==> config.mk <==
export PLATFORM = sky130hd
export DESIGN_NAME = lab5_mcore_cache_mem_arbiter
export DESIGN_NICKNAME = d
export VERILOG_FILES = /design/src/rtl/lab5_mcore_cache_mem_arbiter.sv
export SDC_FILE = /design/constraint.sdc
export NUM_CORES = 1
export LEC_CHECK = 0
export ABC_AREA = 1
export CORE_AREA = 2 2 378 380
export DETAILED_ROUTE_END_ITERATION = 8
export DIE_AREA = 0 0 380 382
export HOLD_SLACK_MARGIN = 0.03
export SLEW_MARGIN = 5
export SYNTH_ARGS = -nofsm -noshare
export SYNTH_HDL_FRONTEND = slang
export SYNTH_SLANG_ARGS = --single-unit
==> constraint.sdc <==
create_clock -name clk -period 2.84 [get_ports clk]
set_input_delay 0.852 -clock clk [delete_from_list [all_inputs] [get_ports clk]]
set_output_delay 0.852 -clock clk [all_outputs]
set_load 0.02 [all_outputs]
==> src/rtl/lab5_mcore_cache_mem_arbiter.sv <==
`default_nettype none
// +--------------------------------------------------------------------------+
// | Module : lab5_mcore_cache_mem_arbiter                                      |
// | Merges the icache and dcache 16B memory request ports onto one shared     |
// | memory port with round-robin arbitration and one registered request slot. |
// | An in-order source-ID FIFO steers each memory response back to the cache  |
// | that issued the matching request.                                         |
// |                                                                          |
// | Ports:                                                                   |
// |   clk, rst_n (async, active-low)                                         |
// |   imemreq_*_i/o  : icache request  (msg 175b, val in, rdy out)           |
// |   dmemreq_*_i/o  : dcache request  (msg 175b, val in, rdy out)           |
// |   memreq_*       : memory request  (msg/val registered out, rdy in)      |
// |   memresp_*      : memory response (msg 145b, val in, rdy out)           |
// |   imemresp_*     : response to icache (msg/val out, rdy in)              |
// |   dmemresp_*     : response to dcache (msg/val out, rdy in)              |
// |                                                                          |
// | Revision: 1.0  initial release                                           |
// +--------------------------------------------------------------------------+
module lab5_mcore_cache_mem_arbiter #(
  parameter int P_MAX_OUTSTANDING = 4
) (
  input  logic         clk,
  input  logic         rst_n,
  input  logic [174:0] imemreq_msg_i,
  input  logic         imemreq_val_i,
  output logic         imemreq_rdy_o,
  input  logic [174:0] dmemreq_msg_i,
  input  logic         dmemreq_val_i,
  output logic         dmemreq_rdy_o,
  output logic [174:0] memreq_msg_o,
  output logic         memreq_val_o,
  input  logic         memreq_rdy_i,
  input  logic [144:0] memresp_msg_i,
  input  logic         memresp_val_i,
  output logic         memresp_rdy_o,
  output logic [144:0] imemresp_msg_o,
  output logic         imemresp_val_o,
  input  logic         imemresp_rdy_i,
  output logic [144:0] dmemresp_msg_o,
  output logic         dmemresp_val_o,
  input  logic         dmemresp_rdy_i
);

  localparam int              c_pw    = $clog2(P_MAX_OUTSTANDING);
  localparam int              c_cw    = c_pw + 1;
  localparam logic [c_cw-1:0] c_depth = c_cw'(P_MAX_OUTSTANDING);
  localparam logic            c_src_i = 1'b0;
  localparam logic            c_src_d = 1'b1;

  logic [174:0]                 memreq_msg_q, memreq_msg_d;
  logic                         memreq_val_q, memreq_val_d;
  logic [P_MAX_OUTSTANDING-1:0] id_fifo_q, id_fifo_d;
  logic [c_pw-1:0]              wr_ptr_q, wr_ptr_d;
  logic [c_pw-1:0]              rd_ptr_q, rd_ptr_d;
  logic [c_cw-1:0]              count_q, count_d;
  logic                         prio_q, prio_d;

  logic w_slot_free, w_not_full, w_can_issue;
  logic w_grant_any, w_grant_src;
  logic w_push, w_pop, w_head, w_nonempty;

  assign memreq_msg_o   = memreq_msg_q;
  assign memreq_val_o   = memreq_val_q;
  // Responses pass through unmodified; only the valid/ready pair is steered.
  assign imemresp_msg_o = memresp_msg_i;
  assign dmemresp_msg_o = memresp_msg_i;

  always_comb begin
    w_slot_free = ~memreq_val_q | memreq_rdy_i;
    // Fullness is judged on the registered count only, so a response popping
    // this cycle never opens the request side combinationally.
    w_not_full  = (count_q != c_depth);
    w_can_issue = w_slot_free & w_not_full & rst_n;

    w_grant_any = 1'b0;
    w_grant_src = c_src_i;
    if (imemreq_val_i && (!dmemreq_val_i || prio_q == c_src_i)) begin
      w_grant_any = 1'b1;
      w_grant_src = c_src_i;
    end else if (dmemreq_val_i) begin
      w_grant_any = 1'b1;
      w_grant_src = c_src_d;
    end

    imemreq_rdy_o = w_grant_any & (w_grant_src == c_src_i) & w_can_issue;
    dmemreq_rdy_o = w_grant_any & (w_grant_src == c_src_d) & w_can_issue;
    w_push        = w_grant_any & w_can_issue;

    w_head         = id_fifo_q[rd_ptr_q];
    w_nonempty     = (count_q != '0);
    imemresp_val_o = w_nonempty & (w_head == c_src_i) & memresp_val_i;
    dmemresp_val_o = w_nonempty & (w_head == c_src_d) & memresp_val_i;
    memresp_rdy_o  = w_nonempty & ((w_head == c_src_d) ? dmemresp_rdy_i : imemresp_rdy_i);
    w_pop          = memresp_val_i & memresp_rdy_o;

    memreq_msg_d = memreq_msg_q;
    memreq_val_d = memreq_val_q;
    id_fifo_d    = id_fifo_q;
    wr_ptr_d     = wr_ptr_q;
    rd_ptr_d     = rd_ptr_q;
    prio_d       = prio_q;

    if (w_push) begin
      memreq_msg_d          = (w_grant_src == c_src_d) ? dmemreq_msg_i : imemreq_msg_i;
      memreq_val_d          = 1'b1;
      id_fifo_d[wr_ptr_q]   = w_grant_src;
      wr_ptr_d              = wr_ptr_q + c_pw'(1);
      prio_d                = ~w_grant_src;
    end else if (memreq_rdy_i) begin
      memreq_val_d = 1'b0;
    end

    if (w_pop) begin
      rd_ptr_d = rd_ptr_q + c_pw'(1);
    end

    count_d = count_q + c_cw'(w_push) - c_cw'(w_pop);
  end

  always_ff @(posedge clk or negedge rst_n) begin
    if (!rst_n) begin
      memreq_msg_q <= '0;
      memreq_val_q <= 1'b0;
      id_fifo_q    <= '0;
      wr_ptr_q     <= '0;
      rd_ptr_q     <= '0;
      count_q      <= '0;
      prio_q       <= c_src_i;
    end else begin
      memreq_msg_q <= memreq_msg_d;
      memreq_val_q <= memreq_val_d;
      id_fifo_q    <= id_fifo_d;
      wr_ptr_q     <= wr_ptr_d;
      rd_ptr_q     <= rd_ptr_d;
      count_q      <= count_d;
      prio_q       <= prio_d;
    end
  end

endmodule
`default_nettype wire
==> metrics.yaml <==
final_antenna_net_count: 0
grtUsageTotal_pct: 10.1
drive_above_1_share_pct: 17.4
synth_edf_count: 0
finalPower_mw: 16.9
final_nets: 2087
ys_seq_elements: 188
holdCritPathClass: "primary input to async pin"
worst_pin_slew_ns: 0.789
first_pass_iters: 6
syn-num-nets: 1844
stdcell_area_um2: 17800
cpLargestDelayFamily: "buffers and inverters"
grt_pass1_vias: 10203
instances_no_fill: 3483
hold_buffers: 0
clock_latency_ns: 0.52
drtIter0Drc: 391
synth_seq_area_share_pct: 41.1
synth_ff_type: "dfrtp_1"
h-tree-depth: 4
overflow: 0
status: "finished clean"
cp.required_ns: 1.99
hpwl_um: 64100
crit_chain: "clkdlybuf4s50_1, inv_1, nor3b_2, buf_4, buf_12"
clkSinkCount: 188
core.rowCount: 138
clk_pin_slew_ns: 0.10
cts_tree: "done"
fin_crit_sh_pct: 96.9
dieArea_um2: 145000
netlist.area_leader.share_pct: 41.1
clockBufferDepth: 2
die_y_um: 382
fin_util_pct: 12.7
netlist_area_um2: 11500
place_ws_ns: -0.674
maxCapViolCount: 0
grt_setup_unrepaired: "no"
yosysMostFrequentCell: "nand2_1"
post-route-min-period_ns: 2.75
leakage_nw: 7.18
via_per_inst: 2.87
fin_worst_skew_ns: 0.0153
grt_pass1_wl_um: 96800
async_reset_ff_share_pct: 100
io_buffer_count: 538
slew-limit-headroom_pct: 47.4
io_pins: 974
cts_root_buffer: "clkbuf_16"
final.setup.worst_slack_ns: 0.0869
cp_max_fo: 4
route.final.wire_length_um: 74600
yosysTopAreaCell: "dfrtp_1"
start_util_pct: 8.13
cp_num_buf_inv: 4
ir_drop_v: 0.000353
grt_max_degree: 91
cpMaxStageDelayCell: "clkdlybuf4s50_1"
synth_warnings: 0
arrival_ns: 1.90
drcViolationCount: 0
core_um2: 141000
setup_violations: 0
final_hold_viol_count: 0
fmax_mhz: 363
wl_per_cell_um: 21.4
syn_inst: 1334
multi_input_area_um2: 4110
gp_congestion: 0.808
die_w_um: 380
cts_buffers: 17
end_kind: "output port"
synth_area_leaders: "dfrtp_1 (41%), buf_4 (20%), nand2_1 (12%)"
worstSetupPathType: "primary input to output port"
avgSynthCellArea_um2: 8.59
antenna_found_initial: 6
dp_cells: 3447
slew_violations: 0
synth_common_cells: "nand2_1 (373), buf_4 (309), dfrtp_1 (188), o211ai_1 (175), or2_2 (162)"
cellPowerDensity_nw_per_um2: 947
slowest_delay_ns: 0.54
postPlaceCellArea_um2: 17200
critPathLaunchType: "primary input"
nFillCells: 16227
seq_area_um2: 4700
vias: 9983
area_growth_pct: 55.8
synth_cell_types: 26
-- metrics by stage --
stage | TNS, ns | hold slack [ns]
global route | 0 | 0.344
CTS | 0 | 0.333
global placement | -47.10 | 0.462
detailed placement | -56.14 | 0.465
floorplan | 0 | 0.453
finish | 0 | 0.361
-- state kept, by name, summed over array words and instances, names as in the netlist --
signal        count
memreq_val_o      1
count_q           3
id_fifo_q         4
rd_ptr_q          2
prio_q            1
wr_ptr_q          2
memreq_msg_o    175
-- layout by cell type, fill, tap and decap left out, types with 2 or more instances in the layout --
| master | count |
|---|---|
| buf_6 | 3 |
| clkbuf_16 | 17 |
| buf_4 | 48 |
| nand2_1 | 372 |
| dlygate4sd2_1 | 2 |
| xor2_1 | 2 |
| ha_1 | 6 |
| clkinv_4 | 3 |
| a21oi_4 | 2 |
| o211ai_1 | 175 |
| buf_12 | 18 |
| inv_2 | 3 |
| diode_2 | 3 |
| clkdlybuf4s50_1 | 517 |
| inv_1 | 14 |
| nand3_1 | 7 |
| or2_2 | 162 |
| o21ai_0 | 6 |
| nor2_1 | 3 |
| or2_1 | 13 |
| clkinv_8 | 3 |
| inv_6 | 2 |
| dfrtp_1 | 188 |
| nand4_1 | 3 |
| inv_8 | 7 |
-- worst register-to-register path, cell delays in order (launching register included) --
cell and delay [ns]:
dfrtp_1 0.41, inv_1 0.08, nand2_1 0.06, nand3_1 0.11, nand2_1 0.16, nand2_1 0.08
nand4_1 0.10, inv_1 0.05, ha_1 0.27, inv_1 0.04, ha_1 0.19, fa_1 0.39
xnor2_1 0.19, xor2_1 0.16
-- where the power goes --
part           total, mW  switching [mW]  internal (mW)  leakage [nW]
Clock               2.71            1.51           1.20         0.290
Combinational       9.39            5.62           3.77          4.60
Sequential          4.80           0.820           3.98          2.29
Total               16.9            7.95           8.95          7.18
-- cell type report --
class,instances,area share (%)
Antenna cell,3,0.0421
Clock buffer,18,2.40
Clock inverter,14,0.925
Inverter,19,0.484
Multi-Input combinational cell,760,23.0
Sequential cell,188,26.4
Tap cell,1890,13.2
Timing Repair Buffer,591,33.5
-- final timing paths --
path / slack, ns / endpoint / start / cells past startpoint
hold reg to reg: 0.48 / memreq_msg_o[10] / memreq_msg_o[10] / 2
setup / recovery: 0.09 / dmemresp_val_o / memresp_val_i / 5
hold / removal: 0.36 / memreq_msg_o[65] / rst_n / 2
max in group asynchronous: 1.39 / memreq_msg_o[155] / rst_n / 3
setup reg to reg: 0.48 / count_q[2] / rd_ptr_q[0] / 13
min in group clk: 0.48 / memreq_msg_o[10] / memreq_msg_o[10] / 2
-- timing repair --
action                                 4_1_cts  5_1_grt
gates resized for setup                     13        2
setup endpoints to repair                    2        2
buffers inserted                             1        0
endpoints found under the hold margin        0        0
pin swaps                                    2        1
-- kinds of logic (layout without fill, tap and decap cells) --
family / count (synthesis) / count (layout) / synth area share [%]
compound gates: 185 / 185 / 12.1
xor+xnor: 3 / 3 / 0.229
fa+ha+maj: 7 / 7 / 0.830
buf+inv: 386 / 642 / 23.2
flops: 188 / 188 / 41.1
other cells: 0 / 3 / 0
simple gates: 565 / 565 / 22.5
-- metal layers --
layer  part of all wire [%]  GRT usage (%)  up-vias
met5                   0.47           1.69        -
met4                    2.2           2.76        4
met3                     13           5.95       65
met2                     44           15.6      702
met1                     40           11.5     4667
li1                       -              -     4545
Note: power is estimated with default switching activity, not from simulation.
